### src/rtl/riscv_pkg.sv
// Shared stack-unit definitions: status encodings driven by the stack-unit FSM
// and the register save/restore sequencer state codes.
// Imported by the sequencer and by the stack-unit arbiter.
package riscv_pkg;

  // Stack-unit FSM status encodings (values 5..7 all mean "aborting")
  localparam logic [2:0] SU_IDLE       = 3'd0;
  localparam logic [2:0] SU_STACKING   = 3'd1;
  localparam logic [2:0] SU_PENDING    = 3'd2;
  localparam logic [2:0] SU_PREEMPTION = 3'd3;
  localparam logic [2:0] SU_UNSTACKING = 3'd4;
  localparam logic [2:0] SU_ABORT_MIN  = 3'd5;

  // Sequencer states
  localparam logic [2:0] S_IDLE       = 3'd0;
  localparam logic [2:0] S_STORE      = 3'd1;
  localparam logic [2:0] S_STORE_WAIT = 3'd2;
  localparam logic [2:0] S_LOAD       = 3'd3;
  localparam logic [2:0] S_LOAD_WAIT  = 3'd4;
  localparam logic [2:0] S_DONE       = 3'd5;

endpackage

### src/rtl/riscv_su_sequencer.sv
// Saves/restores a NUM_REGS register frame to/from the stack, one request at a time.
// Latency: first request the cycle after STACKING/UNSTACKING is seen; done pulse one cycle after the last step.
// Backpressure: request held stable until i_req_ready; loads (and stores with RISCV_SU_SEQ_BRESP_EN) wait for i_rsp_valid.
module riscv_su_sequencer
  import riscv_pkg::*;
#(
  parameter int ADDR_WIDTH   = 64,
  parameter int DATA_WIDTH   = 64,
  parameter int NUM_REGS     = 8,
  parameter int SU_FSM_WIDTH = 3
) (
  input  logic                        clk,
  input  logic                        nreset,
  input  logic                        enable,
  input  logic [SU_FSM_WIDTH-1:0]     i_fsm_status,
  input  logic [ADDR_WIDTH-1:0]       i_sp,
  output logic                        o_req_valid,
  output logic                        o_req_we,
  output logic [ADDR_WIDTH-1:0]       o_req_addr,
  output logic [$clog2(NUM_REGS)-1:0] o_req_idx,
  input  logic                        i_req_ready,
  input  logic                        i_rsp_valid,
  output logic                        o_all_in_stacked,
  output logic                        o_all_unstacked,
  output logic [ADDR_WIDTH-1:0]       o_sp
);

  localparam int IDX_W = $clog2(NUM_REGS);
  localparam logic [ADDR_WIDTH-1:0] STRIDE     = ADDR_WIDTH'(DATA_WIDTH / 8);
  localparam logic [ADDR_WIDTH-1:0] FRAME      = ADDR_WIDTH'(NUM_REGS * (DATA_WIDTH / 8));
  localparam logic [IDX_W-1:0]      LAST_IDX   = IDX_W'(NUM_REGS - 1);
  localparam logic [SU_FSM_WIDTH-1:0] ST_STACK = SU_FSM_WIDTH'(SU_STACKING);
  localparam logic [SU_FSM_WIDTH-1:0] ST_UNSTK = SU_FSM_WIDTH'(SU_UNSTACKING);
  localparam logic [SU_FSM_WIDTH-1:0] ST_ABORT = SU_FSM_WIDTH'(SU_ABORT_MIN);

  logic [2:0]            state_q, state_d;
  logic [IDX_W-1:0]      idx_q, idx_d;
  logic [ADDR_WIDTH-1:0] base_q, base_d;
  logic [ADDR_WIDTH-1:0] sp_q, sp_d;
  logic                  stacked_q, stacked_d;
  logic                  unstacked_q, unstacked_d;
  logic                  abort;
  logic                  req_hs;

  assign abort = (i_fsm_status >= ST_ABORT);

  // Request outputs; abort kills valid combinationally in the same cycle
  assign o_req_valid      = ((state_q == S_STORE) || (state_q == S_LOAD)) && !abort;
  assign o_req_we         = (state_q == S_STORE);
  assign o_req_idx        = idx_q;
  assign o_req_addr       = base_q + ADDR_WIDTH'(idx_q) * STRIDE;
  assign o_all_in_stacked = stacked_q;
  assign o_all_unstacked  = unstacked_q;
  assign o_sp             = sp_q;

  // Handshakes only count while the sequencer is allowed to advance
  assign req_hs = enable && o_req_valid && i_req_ready;

  // Next-state: frame sequencing, index/base counters and done pulses
  always_comb begin
    state_d     = state_q;
    idx_d       = idx_q;
    base_d      = base_q;
    sp_d        = sp_q;
    stacked_d   = 1'b0;
    unstacked_d = 1'b0;
    if (enable) begin
      if (abort) begin
        state_d = S_IDLE;
      end else begin
        case (state_q)
          S_IDLE: begin
            if (i_fsm_status == ST_STACK) begin
              base_d  = i_sp - FRAME;
              idx_d   = '0;
              state_d = S_STORE;
            end else if (i_fsm_status == ST_UNSTK) begin
              base_d  = sp_q;
              idx_d   = '0;
              state_d = S_LOAD;
            end
          end
`ifdef RISCV_SU_SEQ_BRESP_EN
          S_STORE: begin
            if (req_hs) state_d = S_STORE_WAIT;
          end
          S_STORE_WAIT: begin
            if (i_rsp_valid) begin
              if (idx_q == LAST_IDX) begin
                stacked_d = 1'b1;
                sp_d      = base_q;
                state_d   = S_DONE;
              end else begin
                idx_d   = idx_q + 1'b1;
                state_d = S_STORE;
              end
            end
          end
`else
          S_STORE: begin
            if (req_hs) begin
              if (idx_q == LAST_IDX) begin
                stacked_d = 1'b1;
                sp_d      = base_q;
                state_d   = S_DONE;
              end else begin
                idx_d = idx_q + 1'b1;
              end
            end
          end
`endif
          S_LOAD: begin
            if (req_hs) state_d = S_LOAD_WAIT;
          end
          S_LOAD_WAIT: begin
            if (i_rsp_valid) begin
              if (idx_q == LAST_IDX) begin
                unstacked_d = 1'b1;
                sp_d        = base_q + FRAME;
                state_d     = S_DONE;
              end else begin
                idx_d   = idx_q + 1'b1;
                state_d = S_LOAD;
              end
            end
          end
          S_DONE: begin
            // Hold until the stack unit moves on, so a re-entered STACKING nests a new frame
            if ((i_fsm_status != ST_STACK) && (i_fsm_status != ST_UNSTK)) state_d = S_IDLE;
          end
          default: state_d = S_IDLE;
        endcase
      end
    end
  end

  // State registers with asynchronous active-low reset
  always_ff @(posedge clk or negedge nreset) begin
    if (!nreset) begin
      state_q     <= S_IDLE;
      idx_q       <= '0;
      base_q      <= '0;
      sp_q        <= '0;
      stacked_q   <= 1'b0;
      unstacked_q <= 1'b0;
    end else begin
      state_q     <= state_d;
      idx_q       <= idx_d;
      base_q      <= base_d;
      sp_q        <= sp_d;
      stacked_q   <= stacked_d;
      unstacked_q <= unstacked_d;
    end
  end

endmodule

### config.mk
export PLATFORM = sky130hd
export DESIGN_NAME = riscv_su_sequencer
export DESIGN_NICKNAME = d
export VERILOG_FILES = /design/src/rtl/riscv_pkg.sv /design/src/rtl/riscv_su_sequencer.sv
export SDC_FILE = /design/constraint.sdc
export NUM_CORES = 1
export LEC_CHECK = 0
export BUFFER_PORTS_ARGS = -buffer_cell sky130_fd_sc_hd__buf_2
export CORE_MARGIN = 1.5
export CORE_UTILIZATION = 57
export CTS_BUF_LIST = sky130_fd_sc_hd__clkbuf_4 sky130_fd_sc_hd__clkbuf_8
export DETAILED_ROUTE_END_ITERATION = 16
export GPL_TIMING_DRIVEN = 0
export PLACE_DENSITY_LB_ADDON = 0.1
export SLEW_MARGIN = 20
export SYNTH_ARGS = -nofsm -noshare
export SYNTH_HDL_FRONTEND = slang
export SYNTH_SLANG_ARGS = --single-unit
### constraint.sdc
create_clock -name clk -period 2.9 [get_ports clk]
set_input_delay 0.145 -clock clk [delete_from_list [all_inputs] [get_ports clk]]
set_output_delay 0.145 -clock clk [all_outputs]
set_load 0.03 [all_outputs]
Word-level counts from Yosys, hierarchy flattened
Cells that the tools add are included.
{"block": "classes", "bitwise": 1, "n_lt_le_gt_ge": 1, "n_addsub": 4, "reduce_logical": 14, "eq_ne": 20, "muxes": 32}
{"cell": "64-bit 2-to-1 mux", "n": 6}
{"cell": "64-bit one-hot mux with 2 select lines", "n": 1}
{"cell": "64-bit by 6-bit adder with 64-bit output", "n": 1}
{"cell": "64-bit by 7-bit adder with 64-bit output, second input constant", "n": 1}
{"cell": "64-bit by 7-bit subtractor with 64-bit output, second input constant", "n": 1}
{"cell": "3-bit 2-to-1 mux", "n": 14}
{"cell": "3-bit inequality test, second input constant", "n": 5}
{"cell": "3-bit one-hot mux with 5 select lines", "n": 1}
{"cell": "7-bit AND reduction", "n": 2}
{"cell": "3-bit equality test, second input constant", "n": 4}
{"cell": "1-bit 2-to-1 mux", "n": 9}
{"cell": "3-bit by 1-bit inequality test with 1-bit output, second input constant", "n": 3}
{"cell": "3-bit one-hot mux with 3 select lines", "n": 1}
{"cell": "3-bit by 1-bit equality test with 1-bit output, second input constant", "n": 2}
{"cell": "6-bit AND reduction", "n": 1}
{"cell": "1-bit logical AND", "n": 4}
{"cell": "2-bit by 1-bit inequality test with 1-bit output, second input constant", "n": 2}
{"cell": "2-bit inequality test, second input constant", "n": 2}
{"cell": "4-bit inequality test, second input constant", "n": 1}
{"cell": "4-bit AND reduction", "n": 1}
{"cell": "2-bit nonzero test", "n": 2}
{"cell": "3-bit by 1-bit adder with 3-bit output, second input constant", "n": 1}
{"cell": "3-bit by 2-bit equality test with 1-bit output, second input constant", "n": 1}
{"cell": "3-bit greater-or-equal comparator, second input constant", "n": 1}
{"cell": "other kinds (5)", "n": 5}
{"block": "totals", "inputBits": 72, "output_inout_bits": 135, "elab_cells": 78, "regBits": 136}

Depth between registers and ports, before layout
Gate-level depths: netlist (run 1).
{"block": "depth", "depth_word": 9, "depth_mapped": 10, "ltp_nobuf": 9}

Worst setup path after synthesis (run 1)
OpenSTA, ideal clock, no wires.
{"block": "synth_path", "path_kind": "register -> output", "startpoint": "reg idx_q[0] (netlist: o_req_idx[0])", "endpoint": "out o_req_addr[55]", "path_stages_with_launch": 10, "t_required_ns": 2.755, "setup_slack_ns": -0.343, "arrival_time_ns": 3.098, "n_path_buf": 0, "path_cell_list": "dfrtp_1 -> ha_1 -> inv_1 -> fa_1 -> nand2b_1 -> a2111oi_2 -> nand4_1 -> nor2_1 -> nand4_1 -> xnor2_1"}
{"block": "synth_via", "elab_chain_len": 1}
{"element": "start: declaration", "line": "riscv_su_sequencer.sv:37", "rtl": "logic [IDX_W-1:0] idx_q, idx_d;"}
{"element": "start signal: assignment", "line": "riscv_su_sequencer.sv:148", "rtl": "idx_q <= idx_d;"}
{"element": "64-bit by 6-bit adder with 64-bit output", "line": "riscv_su_sequencer.sv:51", "rtl": "assign o_req_addr = base_q + ADDR_WIDTH'(idx_q) * STRIDE;"}
{"element": "end: declaration", "line": "riscv_su_sequencer.sv:19", "rtl": "output logic [ADDR_WIDTH-1:0] o_req_addr,"}
No other way between the ends.

Worst setup path in the final report (run 1)
Ends and elaborated chain as after synthesis.

==> out/metrics.yaml, run 1 <==
status:
  status: "finished with violations"
  failed_checks: "setup timing"
sta:
  worst_pin_slew_ns: 1.07
  setup_viol: 30
  min_period_ns: 3.24
  skew_ns: 0.0115
  maxSlewHeadroom: 0.280
  period_share: 1.12
  finalWorstSetupSlack_ns: -0.342
  rsz0062_at_grt: "true"
  fmax_mhz: 308
  final_max_slew_viol_count: 0
  final_hold_viol_count: 0
synthesis:
  synth_top_family_by_area: "simple AND/OR/NAND/NOR gates"
  synth_flop_cell: "dfrtp_1"
  synthSimpleGateAreaFrac: 0.284
  yosys_warnings: 0
  synthCells: 1138
  async_reset_ff_frac: 1.00
  synthXorXnorAreaFrac: 0.153
  ys_ff_latch: 136
  synth_edf_count: 0
  synth_mux_area_frac: 0.0116
  ys_seq_area_frac: 0.366
  synth_compound_area_frac: 0.128
  synth_area_um2: 9310
  syn_nets: 1218
  synth-adder-area-share: 0.0116
  ys_types: 60
  avgSynthCellArea_um2: 8.18
flow_run:
  cap_violations: 0
detailed_routing:
  wl_um: 35300
  dr.first_iter.drc_count: 1222
  drt_pass1_iterations: 7
  drc: 0
  viasPerCell: 6.27
  postRouteAntennaNets: 0
  wl_per_cell_um: 21.7
  num_vias: 10200
floorplanning:
  start_util: 0.584
  io_pins: 207
  dieWidth_um: 131
  dieHeight_um: 131
  num_rows: 46
  die-area_um2: 17100
  core_um2: 15900
final_layout:
  area_growth_syn_to_layout_pct: 32.0
  area.sequential_um2: 3430
  drive_gt1_frac: 0.311
  antenna_cells: 0
  nets: 1479
  multi_input_area_um2: 6060
  finish.instance_area_um2: 12300
  final_cells: 1628
  final_cell_mix: "buf_2, nor2_1, dfrtp_1"
  nFillCells: 1169
  final_common_cell: "buf_2"
power:
  ir_worst_vdd_mv: 0.416
  swShare: 0.462
  switching_power_w: 0.00433
  p_leak_nw: 5.38
  clkPwrFrac: 0.182
  powerDensity_nw_per_um2: 764
  combinationalPowerShare: 0.469
  p_int_w: 0.00505
  power_w: 0.00938
  seqPwrFrac: 0.349
grt:
  grt_start_max_net_pins: 78
  grt_pass1_wl_um: 51700
  first_global_vias: 9160
  grt_antenna_before_repair: 0
  grt_usage: 0.408
  globalRouteOverflowTotal: 0
critical_path:
  cp.arrival_ns: 3.10
  endpoint_kind: "output port"
  critPathKind: "reg2out"
  cp_data_required_time_ns: 2.76
  cp-endpoint: "o_req_addr[55]"
  crit_start: "o_req_idx[0]"
  cp_max_fo: 4
  r2r_slack_ns: -0.25
  start_kind: "flop"
  r2r_start: "state_q[0]"
  r2r_end: "o_sp[57]"
  ff2ff_path_depth: 8
place:
  portBuffers: 206
  placed_area_um2: 10700
  dp_cells: 1561
  gp_congestion: 1.00
  dp_hpwl_um: 25100
  place_ws_ns: -0.854
min_path:
  min_path_type: "in2reg"
clock_tree:
  cts_root_buf: "clkbuf_8"
  clock_latency_ns: 0.47
  cts-buffers-inserted: 17
  htree_num_levels: 4
  path_clk_slew_ns: 0.08
  clock-sinks: 136
  cts_tree: "built"
  clock_path_buffers: 2
per-stage QoR:
step           setup TNS, ns  hold slack (ns)   util
2_1_floorplan       -0.00960           -0.151      -
3_3_place_gp          -55.54            0.404  0.670
3_5_place_dp           -8.48            0.108  0.673
4_1_cts                -5.07          0.00244  0.742
5_1_grt                -8.64           0.0176  0.771
6_report               -5.74          0.00277  0.771
sequential cells by signal, summed over array words and instances, names as in the netlist:
register,cells
base_q,64
o_sp,64
o_req_idx,3
state_q,3
o_all_in_stacked,1
o_all_unstacked,1
synth_stat cells (3+ instances only):
master,instances,area [um^2]
mux2_2,6,67.6
a31oi_1,9,56.3
nor4_1,16,100
o31ai_1,4,30.0
inv_1,14,52.6
or2_2,5,31.3
xnor2_1,97,850
and4_1,10,87.6
nand2_1,95,357
or4_1,9,67.6
buf_4,3,22.5
o22ai_1,29,181
nor4_2,6,75.1
nor2_1,173,649
a21oi_1,102,510
a21o_1,5,37.5
nand4_1,45,282
o211ai_1,7,52.6
xor2_1,66,578
clkbuf_1,69,259
buf_2,12,60.1
o21ai_0,35,175
mux2i_1,4,40.0
dfrtp_1,136,3400
nor4_4,5,106
or3_1,11,68.8
o21ai_1,5,25.0
nor3_2,7,70.1
and3_1,16,100
nand3_1,43,215
ha_1,7,87.6
nand2b_1,6,37.5
nor3_1,40,200
and2_1,8,50.1
worst max-delay path, stage by stage (launching register included):
cell and delay (ns):
dfrtp_2 0.40, ha_4 0.14, inv_2 0.03, fa_2 0.34, nand2b_4 0.17, a2111oi_4 0.40, nand4_1 0.18, buf_6 0.18
nor2_4 0.16, nand4_1 0.23, xnor2_4 0.24, buf_6 0.15
power groups by stage:
stage	registers, W	clock network (W)	logic (W)
after floorplan	0.00295	0	0.00286
after global placement	0.00289	0	0.00412
after detailed placement	0.00291	0	0.00417
after CTS	0.00300	0.00169	0.00433
after global routing	0.00333	0.00177	0.00470
final	0.00327	0.00171	0.00440
cell families after synthesis:
logic type	count (synthesis)
AO/OA/AOI/OAI	210
XOR/XNOR	163
adder cells (fa/ha/maj)	8
buffers and inverters	102
flip-flops	136
multiplexers	10
AND/OR/NAND/NOR	509
layout make-up:
cell class	count	area share
clock inverters	12	0.0122
inverters	14	0.00428
well taps	216	0.0220
flip-flops and latches	136	0.279
clock buffers	20	0.0214
plain buffers	66	0.0265
multi-input cells	900	0.494
repair buffers	264	0.141
worst min-delay path by stage:
| stage | startpoint | end | slack, ns | depth (start not counted) |
|---|---|---|---|---|
| 2_1_floorplan | nreset | base_q[0] | -0.15 | 0 |
| 3_3_place_gp | i_sp[1] | base_q[1] | 0.40 | 3 |
| 3_5_place_dp | nreset | state_q[1] | 0.11 | 1 |
| 4_1_cts | i_sp[35] | base_q[35] | 0.002 | 3 |
| 5_1_grt | i_sp[35] | base_q[35] | 0.02 | 3 |
| 6_report | i_sp[35] | base_q[35] | 0.003 | 3 |
repair_timing:
action / CTS / global route
endpoints found under the hold margin: 70 / 0
gates resized for setup: 107 / 105
endpoints found under the setup margin: 79 / 139
setup buffers: 26 / 23
hold buffers: 12 / 0
pin swaps: 28 / 28
layer usage:
layer,track usage,vias up,share of wire
met5,0,-,0
met4,0.186,0,0.043
met3,0.0920,121,0.12
met2,0.598,719,0.43
met1,0.575,4855,0.41
li1,-,4516,-
(Power assumes the default switching activity.)
==> inputs of run 2 (changes only) <==
--- a/config.mk
+++ b/config.mk
@@ -6,7 +6,6 @@
 export NUM_CORES = 1
 export LEC_CHECK = 0
 export BUFFER_PORTS_ARGS = -buffer_cell sky130_fd_sc_hd__buf_2
-export CORE_MARGIN = 1.5
 export CORE_UTILIZATION = 57
 export CTS_BUF_LIST = sky130_fd_sc_hd__clkbuf_4 sky130_fd_sc_hd__clkbuf_8
 export DETAILED_ROUTE_END_ITERATION = 16
==> constraint.sdc (replaced) <==
create_clock -name clk -period 2.9 [get_ports clk]
set_input_delay 0.145 -clock clk [delete_from_list [all_inputs] [get_ports clk]]
set_output_delay 0.145 -clock clk [all_outputs]
set_load 0.005 [all_outputs]
==> run 2 against run 1 <==
Net effect:
- via count is essentially flat
- clock power grew 13%
- largest cell class unchanged
- global-route usage grew 0.075 points
- the flow still finishes with violations (setup timing)
- wire length shrank 2.5%
- highest routed layer unchanged
==> out/metrics.yaml, run 2 (synthesis gave the netlist of run 1 again) <==
critical_path:
  start_kind: "flop"
  cp_max_fo: 4  # unchanged
  cp.arrival_ns: 3.24  # +0.14 ns
  endpoint_kind: "output port"
  critPathKind: "reg2out"
  cp_data_required_time_ns: 2.76  # about the same
status:
  failed_checks: "setup timing"
  status: "finished with violations"
grt:
  grt_usage: 0.408  # +0.000748
  grt_pass1_wl_um: 50900  # -1.5%
  globalRouteOverflowTotal: 0  # unchanged
  grt_antenna_before_repair: 0  # unchanged
  first_global_vias: 9155  # -0.055%
  grt_start_max_net_pins: 70  # -10%
final_layout:
  final_cells: 1626  # -0.12%
  area.sequential_um2: 3410  # -0.47%
  finish.instance_area_um2: 11900  # -2.7%
  nFillCells: 1240  # +6.1%
  final_cell_mix: "buf_2, nor2_1, dfrtp_1"
  drive_gt1_frac: 0.284  # -0.0265
  multi_input_area_um2: 5920  # -2.4%
  area_growth_syn_to_layout_pct: 28.4
  nets: 1477  # -0.14%
  final_common_cell: "buf_2"
  antenna_cells: 0  # unchanged
clock_tree:
  cts_tree: "built"
  cts-buffers-inserted: 17  # unchanged
  clock_path_buffers: 2  # unchanged
  path_clk_slew_ns: 0.08  # about the same
  htree_num_levels: 4  # unchanged
  clock-sinks: 136  # unchanged
  clock_latency_ns: 0.47  # about the same
  cts_root_buf: "clkbuf_8"
power:
  p_leak_nw: 5.30  # -1.4%
  ir_worst_vdd_mv: 0.403  # -3.2%
  power_w: 0.00818  # -13%
  powerDensity_nw_per_um2: 685  # -10%
place:
  portBuffers: 206  # unchanged
  dp_hpwl_um: 24500  # -2.2%
  gp_congestion: 0.975  # -2.9%
  place_ws_ns: -0.943  # -0.0889 ns
  dp_cells: 1561  # unchanged
  placed_area_um2: 10700  # -0.72%
sta:
  maxSlewHeadroom: 0.190  # -0.0899
  worst_pin_slew_ns: 1.21  # +0.134 ns
  fmax_mhz: 295  # -4.3%
  min_period_ns: 3.39  # +0.144 ns
  final_max_slew_viol_count: 0  # unchanged
  final_hold_viol_count: 0  # unchanged
  finalWorstSetupSlack_ns: -0.486  # -0.144 ns
  hold_ws_ns: 0.0141  # +0.0113 ns
  rsz0062_at_grt: "true"
  skew_ns: 0.0179  # +0.00633 ns
  period_share: 1.17  # +0.0497
  setup_viol: 37  # +23%
detailed_routing:
  num_vias: 10200  # -0.088%
  viasPerCell: 6.27  # about the same
  wl_met2_um: 14600  # -3.7%
  postRouteAntennaNets: 0  # unchanged
  wl_met3_um: 4230  # +0.17%
  wl_met1_um: 13900  # -3.2%
  highest_layer: "met4"
  wl_um: 34400  # -2.5%
  drt_pass1_iterations: 5  # -2
  drc: 0  # unchanged
  wl_per_cell_um: 21.1  # -2.4%
  dr.first_iter.drc_count: 1207  # -1.2%
floorplanning:
  num_rows: 46  # unchanged
  dieWidth_um: 130  # -0.76%
  die-area_um2: 16800  # -1.5%
  dieHeight_um: 130  # -0.76%
  io_pins: 207  # unchanged
  core_um2: 15900  # -0.36%
  start_util: 0.586  # +0.00211
flow_run:
  cap_violations: 0  # unchanged
min_path:
  min_path_type: "in2reg"
run 2: changes by cell type in the layout (fill, tap and decap cells not counted), moves of 3 or more:
cell,change
buf_2,+36
buf_6,-30
buf_4,-14
dfrtp_1,+13
dfrtp_2,-13
clkbuf_1,+6
xnor2_1,+5
clkinv_2,-4
nor2_1,+3
nor3_2,-3
xnor2_2,-3
run 2: cell type report:
type,instances,share of cell area
Multi-Input combinational cell,900,0.495
Sequential cell,136,0.286
Timing Repair Buffer,252,0.122
Buffer,76,0.0300
Clock buffer,22,0.0243
Tap cell,216,0.0226
Clock inverter,10,0.0160
Inverter,14,0.00440
run 2: path summary, 6_finish.rpt:
| path | startpoint | end | slack, ns | cells past startpoint |
|---|---|---|---|---|
| setup reg to reg | state_q[0] | o_sp[57] | -0.19 | 8 |
| hold reg to reg | o_sp[1] | o_sp[1] | 0.54 | 1 |
| min in group asynchronous | nreset | state_q[1] | 0.21 | 2 |
| max in group asynchronous | nreset | base_q[41] | 1.92 | 3 |
| setup / recovery | base_q[3] | o_req_addr[55] | -0.49 | 11 |
| hold / removal | i_sp[40] | base_q[40] | 0.01 | 3 |
run 2: layer usage:
metal  global-route usage  up-vias
met2                0.588      754
li1                     -     4505
met4                0.202        0
met3                0.102      135
met1                0.572     4808
met5                    0        -
run 2: through the flow:
stage,util,TNS [ns]
floorplan,-,0
global placement,0.668,-58.86
detailed placement,0.671,-13.76
CTS,0.733,-2.56
global route,0.752,-8.35
finish,0.752,-5.62
run 2: worst max-delay path, cell delays in order, from the launching register on:
cell and delay [ns]:
dfrtp_1 0.37, ha_2 0.20, inv_2 0.04, fa_2 0.34, nand2b_4 0.17, a2111oi_4 0.49, nand4_1 0.23, buf_6 0.20
nor2_4 0.14, nand4_1 0.14, xnor2_1 0.29, buf_2 0.17
run 2: power by group:
| group | internal, W | switching, W | total [W] |
|---|---|---|---|
| combinational | 0.00147 | 0.00171 | 0.00318 |
| sequential | 0.00239 | 0.000673 | 0.00307 |
| clock | 0.00112 | 0.000814 | 0.00193 |
| total | 0.00498 | 0.00320 | 0.00818 |
run 2: timing repair:
item	CTS	global route
hold endpoints to repair	78	0
setup buffers	23	13
resized for setup	62	59
hold buffers	12	0
gates cloned	0	0
setup endpoints to repair	97	113
pin swaps	24	22
